$ cat src/rtl/gpr_writeback.sv
// -----------------------------------------------------------------------------
// gpr_writeback
//
// Write-side front end for the 8 x DW general purpose register file.
// Collects ALU results (single cycle, never stalled) and load results
// (buffered in a QDEPTH-entry FIFO), arbitrates them onto the register file's
// single write port and keeps a per-register pending scoreboard for the issue
// stage's RAW/WAW stall logic.
//
// Ports:
//   clk, rst                  clock, synchronous active-high reset
//   iss_valid, iss_dest       issued instruction with a register result
//   alu_valid/dest/data       ALU result, no backpressure
//   ld_valid/dest/data        load result offered to the FIFO
//   ld_ready                  FIFO can accept a load this cycle
//   write_en/dest/data        registered register-file write port
//   pending[7:0]              bit i set: a write to ri is outstanding
//   q_count[QAW:0]            FIFO occupancy, 0..QDEPTH
//
// Optional build macro:
//   GPR_WB_TRACE_EN           prints one line per registered write or
//                             per result dropped because its dest is r0
// -----------------------------------------------------------------------------
module gpr_writeback #(
    parameter int DW     = 16,
    parameter int QDEPTH = 4,
    parameter int QAW    = 2
) (
    input  logic          clk,
    input  logic          rst,
    input  logic          iss_valid,
    input  logic [2:0]    iss_dest,
    input  logic          alu_valid,
    input  logic [2:0]    alu_dest,
    input  logic [DW-1:0] alu_data,
    input  logic          ld_valid,
    input  logic [2:0]    ld_dest,
    input  logic [DW-1:0] ld_data,
    output logic          ld_ready,
    output logic          write_en,
    output logic [2:0]    write_dest,
    output logic [DW-1:0] write_data,
    output logic [7:0]    pending,
    output logic [QAW:0]  q_count
);

    // Load handshake: a load transfers on a rising edge where ld_valid and
    // ld_ready are both high. ld_ready depends only on FIFO occupancy, never
    // on ld_valid; while it is low the producer holds dest/data stable.
    localparam logic [QAW:0] QFULL = (QAW+1)'(QDEPTH);

    logic [2:0]     q_dest [QDEPTH];
    logic [DW-1:0]  q_data [QDEPTH];
    logic [QAW-1:0] head;
    logic [QAW-1:0] tail;

    logic           push;
    logic           pop;
    logic           slot_valid;
    logic [2:0]     slot_dest;
    logic [DW-1:0]  slot_data;
    logic           slot_write;
    logic [7:0]     pending_next;

    assign ld_ready = (q_count < QFULL);
    assign push     = ld_valid && ld_ready;
    // The ALU owns the slot whenever it is valid; loads wait behind it.
    assign pop      = !alu_valid && (q_count != '0);

    always_comb begin
        slot_valid = 1'b0;
        slot_dest  = alu_dest;
        slot_data  = alu_data;
        if (alu_valid) begin
            slot_valid = 1'b1;
        end else if (pop) begin
            slot_valid = 1'b1;
            slot_dest  = q_dest[head];
            slot_data  = q_data[head];
        end
    end

    // A result aimed at r0 still consumes the slot but never strobes a write.
    assign slot_write = slot_valid && (slot_dest != 3'd0);

    // Clear for the write retiring this cycle first, then set for the new
    // issue, so a same-register set/clear on one edge leaves the bit set.
    always_comb begin
        pending_next = pending;
        if (write_en) begin
            pending_next[write_dest] = 1'b0;
        end
        if (iss_valid && (iss_dest != 3'd0)) begin
            pending_next[iss_dest] = 1'b1;
        end
        pending_next[0] = 1'b0;
    end

    // FIFO storage carries no reset; stale entries are unreachable once the
    // pointers and count are cleared.
    always_ff @(posedge clk) begin
        if (push) begin
            q_dest[tail] <= ld_dest;
            q_data[tail] <= ld_data;
        end
    end

    always_ff @(posedge clk) begin
        if (rst) begin
            head       <= '0;
            tail       <= '0;
            q_count    <= '0;
            write_en   <= 1'b0;
            write_dest <= 3'd0;
            write_data <= '0;
            pending    <= 8'h00;
        end else begin
            if (push) begin
                tail <= tail + 1'b1;
            end
            if (pop) begin
                head <= head + 1'b1;
            end
            case ({push, pop})
                2'b10:   q_count <= q_count + 1'b1;
                2'b01:   q_count <= q_count - 1'b1;
                default: q_count <= q_count;
            endcase

            // Address and data hold their last written values on idle slots.
            write_en <= slot_write;
            if (slot_write) begin
                write_dest <= slot_dest;
                write_data <= slot_data;
            end

            pending <= pending_next;
        end
    end

`ifdef GPR_WB_TRACE_EN
    always_ff @(posedge clk) begin
        if (!rst && slot_valid) begin
            if (slot_write) begin
                $display("%0t WB %s r%0d=%h q_count=%0d", $time,
                         alu_valid ? "ALU" : "LD", slot_dest, slot_data, q_count);
            end else begin
                $display("%0t WB DROP %s r0=%h q_count=%0d", $time,
                         alu_valid ? "ALU" : "LD", slot_data, q_count);
            end
        end
    end
`endif

endmodule

$ cat config.mk
export PLATFORM = sky130hd
export DESIGN_NAME = gpr_writeback
export DESIGN_NICKNAME = d
export VERILOG_FILES = /design/src/rtl/gpr_writeback.sv
export SDC_FILE = /design/constraint.sdc
export NUM_CORES = 1
export LEC_CHECK = 0
export BUFFER_PORTS_ARGS = -buffer_cell sky130_fd_sc_hd__buf_2
export CAP_MARGIN = 20
export CORE_MARGIN = 2
export CORE_UTILIZATION = 55
export CTS_CLUSTER_DIAMETER = 150
export DETAILED_ROUTE_END_ITERATION = 10
export PLACE_DENSITY = 0.78
export SYNTH_ARGS = -nofsm -noshare
export SYNTH_HDL_FRONTEND = slang
export SYNTH_SLANG_ARGS = --single-unit
$ cat constraint.sdc
create_clock -name clk -period 4.57 [get_ports clk]
set_clock_uncertainty 0.2 [all_clocks]
set_input_delay 1.1425 -clock clk [delete_from_list [all_inputs] [get_ports clk]]
set_output_delay 1.1425 -clock clk [all_outputs]
set_load 0.01 [all_outputs]
==> results.md <==
Run status:
- The run finished with clean final reports.

Run:
- Max-cap violations in this run came to 0.

Global routing:
- For this run, the total global-route usage over all layers was measured as 0.192.
- The initial antenna violation count is 0.
- The via count of the first global-routing pass is between 2000 and 3000.
- The first-pass GRT wire length is 12.6 mm.
- The maximum number of pins on one net before global-route repair is 36.
- For this run the aggregate overflow at the end of global routing stands at 0.

Yosys:
- Counting every net in the synthesized netlist gives 361.
- A synthesized cell averages 14.9 um^2.
- Counting distinct cell types in the post-synthesis netlist gives 39.
- The cell area after technology mapping is 4600 um^2.
- For this run, the register share of the synthesized area comes to 0.652.
- After synthesis the netlist holds a flip-flop and latch count of roughly 110.
- The yosys synthesis warning count is 0.
- The number of instances in the synthesized netlist is 309.

CTS:
- The clock reaches the later pin of the worst-skew pair after 0.36 ns.
- The master cell of the clock root buffer is clkbuf_8.
- The H-tree generated during clock tree synthesis spans 3 levels.
- The TritonCTS buffer count is 9.
- The CTS tree is built.
- In this run the post-CTS setup repair buffer count came out at 0.
- The post-cts resize count is 0.
- The total clock sinks is 112.
- The worst-case clock buffer depth is 2.
- The hold buffer count at CTS is 0.
- Clock-pin slew was measured on the worst setup and hold paths at 0.10 ns.

Critical path:
- Of all nets on the critical path, the largest fanout is 19.
- STA puts the critical path data arrival time at 3.23 ns.
- Walking the worst path, the cells encountered are buf_4, mux4_1, or2_4, a22oi_4, and2_4, a211oi_1.
- In this run the worst setup path terminates at write_data[3]$_SDFFE_PP0P_.
- The slowest stage of the critical path is the dfxtp_1 cell.
- The buffers plus inverters on the worst setup path is 1.
- The critical path runs through a total of 6 cells.
- The register-to-register setup slack is 1.36 ns.
- The capturing point of the worst reg2reg path is write_data[3]$_SDFFE_PP0P_.
- The required time of the worst setup path is 4.59 ns.
- The worst setup path is launched from a flip-flop.
- The cell depth of the worst flop-to-flop path is 6.
- The worst setup path is of the flip-flop to flip-flop kind.
- On the worst path, the slowest cell contributes a delay of 0.75 ns.
- The family with the most delay on the worst path is flip-flops.
- The critical path capture point type is a flip-flop.

Detailed routing:
- The detailed router finished its first iteration with 147 violations.
- The final layout contains routed wiring with a total length of between 8 and 9 mm.
- The count of unresolved DRC violations after routing is 0.
- The number of nets with antenna violations after routing is 0.
- The number of vias after detailed routing is 2666.
- The average wire length per cell after detail routing is 17.0 um.
- The mean number of vias per cell is 5.43.
- The first detailed-routing pass ran for 4 iterations.

Placement:
- At the end of routability-driven placement, the weighted congestion stood at 0.773.
- The total placed instance area is roughly 5000 um^2.
- The count of buffers from port buffering is 76.
- Detailed placement finished with a half-perimeter wire length of between 5 and 6 mm.
- At the placement stage, the worst setup path has a slack of 1.29 ns.

Die:
- The top-level I/O count is 78.
- The core region is 8180 um^2.
- Row generation in the floorplan step produced 33 rows.
- The starting utilization of the core area is 0.563.
- From left edge to right edge, the die measures 95.5 um.
- The full die area is 9120 um^2.
- In this run the vertical extent of the chip is ~95 um.

Timing:
- Setup total negative slack on the finished layout was measured at 0 ns.
- The final number of hold-violating endpoints is 0.
- The maximum clock rate is 0.311 GHz.
- Final hold analysis gives a worst-case slack of 0.258 ns.
- The number of max-slew violations in the final report is 0.
- The worst-margin pin slew is between 1 and 1.5 ns.
- Counting I/O delays and the setup requirement, the final critical path takes ~3.2 ns.
- Setup repair after global routing left no endpoint under its margin.
- The setup violation total in the final timing report is 0.
- The tightest slew margin relative to the limit is 0.328.
- The final setup slack of the worst path is ~1.4 ns.
- Dividing the final minimum period by the clock period gives 0.703.

Hold path:
- The number of stages on the worst hold path is 2.
- The worst hold path belongs to the class flip-flop to flip-flop.

Pwr:
- In this run the static leakage power is 1.91 nW.
- The worst-case IR drop observed on VDD is roughly 290 uV.
- The completed layout was analyzed and its total power is approximately 2.8 mW.
- Power spread over the standard cell area amounts to approximately 530 nW/um^2.

Final layout:
- The net count of the finished layout is 433.
- The number of antenna repair diodes is 0.
- The area growth from synthesis to layout is 12.9%.
- In the final layout, the share of cells above drive strength 1 is 0.332.
- With fillers left out, the area of the finished cells amounts to ~5200 um^2.
-- per-layer routing --
metal	wire length [um]	GRT usage
met5	0	0
met1	3600	0.243
met3	417	0.0379
met4	112	0.0917
met2	4200	0.320
-- kinds of logic (layout without fill, tap and decap cells) --
family,Yosys count,after routing,share of synthesized area
fa+ha+maj,6,6,0.0179
simple gates,40,40,0.0421
compound gates,64,64,0.0883
flops,112,112,0.652
other cells,1,1,0.000815
xor+xnor,5,5,0.00952
mux,38,38,0.141
buf+inv,43,120,0.0476
-- worst min path at each step --
stage,from,slack [ns],endpoint
detailed placement,write_data[9]$_SDFFE_PP0P_,0.25,write_data[9]$_SDFFE_PP0P_
global placement,write_data[0]$_SDFFE_PP0P_,0.25,write_data[0]$_SDFFE_PP0P_
floorplan,write_data[0]$_SDFFE_PP0P_,0.28,write_data[0]$_SDFFE_PP0P_
global route,write_data[12]$_SDFFE_PP0P_,0.29,write_data[12]$_SDFFE_PP0P_
CTS,write_data[9]$_SDFFE_PP0P_,0.26,write_data[9]$_SDFFE_PP0P_
finish,write_data[14]$_SDFFE_PP0P_,0.26,write_data[14]$_SDFFE_PP0P_
-- cell usage in the layout, fill, tap and decap left out, types with 2 or more instances in the layout --
| cell | count |
|---|---|
| mux4_1 | 6 |
| and2_1 | 4 |
| clkbuf_8 | 9 |
| ha_1 | 5 |
| buf_2 | 76 |
| xnor2_1 | 2 |
| mux2_2 | 18 |
| mux4_2 | 12 |
| nor2_1 | 13 |
| inv_1 | 26 |
| dfxtp_1 | 36 |
| a21oi_1 | 30 |
| edfxtp_1 | 76 |
| buf_4 | 2 |
| mux2i_1 | 2 |
| nand3_1 | 4 |
| nor2b_1 | 4 |
| nand2_1 | 8 |
| o21ai_0 | 8 |
| xor2_1 | 3 |
| inv_6 | 2 |
| a211oi_1 | 18 |
-- final cells by class --
cell class / count / area (um^2)
Sequential cell: 112 / 3000
Fill cell: 623 / 2980
Multi-Input combinational cell: 154 / 1390
Timing Repair Buffer: 78 / 395
Tap cell: 105 / 131
Clock buffer: 10 / 128
Inverter: 26 / 97.6
Clock inverter: 6 / 51.3
-- metrics by stage --
step                       util  cells
after detailed placement  0.614    475
after CTS                 0.636    491
after global routing      0.636    491
final                     0.636    491
after global placement    0.614    475
after floorplan               -    309
-- report_power, final --
group	switching (mW)	total, mW	internal, mW	leakage [nW]
logic	0.440	0.837	0.397	0.826
clock network	0.326	0.534	0.208	0.0897
registers	0.124	1.40	1.27	0.994
-- synthesized netlist by cell type, drive strengths merged --
cell type	count	share of area
nand2	8	0.0065
nor2b	4	0.0054
clkbuf	9	0.0073
nand2b	1	0.0014
dfxtp	36	0.16
nand4	1	0.0014
xor2	3	0.0057
inv	26	0.021
nor2	14	0.011
a22oi	2	0.0063
nor3	1	0.0011
o21ai	8	0.0087
nand3	4	0.0043
fa	1	0.0043
edfxtp	76	0.50
a211oi	18	0.029
conb	1	0.00081
o31ai	2	0.0043
or2	1	0.0019
a32oi	1	0.0019
and2	5	0.0073
xnor2	2	0.0038
buf	8	0.019
a21oi	30	0.033
a21boi	1	0.0016
mux2	18	0.044
mux4	18	0.093
mux2i	2	0.0043
a221oi	1	0.0019
ha	5	0.014
or3	1	0.0014
a21o	1	0.0016
-- sequential cells by signal (all words and copies together), names as in the netlist, named ones only --
register and cells:
pending 7, q_dest 12, tail 2, q_data 64, write_dest 3, write_en 1
write_data 16, q_count 3, head 2
-- worst min-delay path, cell delays in order, from the launching register on --
cell and delay [ns]:
dfxtp_1 0.32, inv_1 0.05, a211oi_1 0.05
Power figures use the tool's default switching activity.
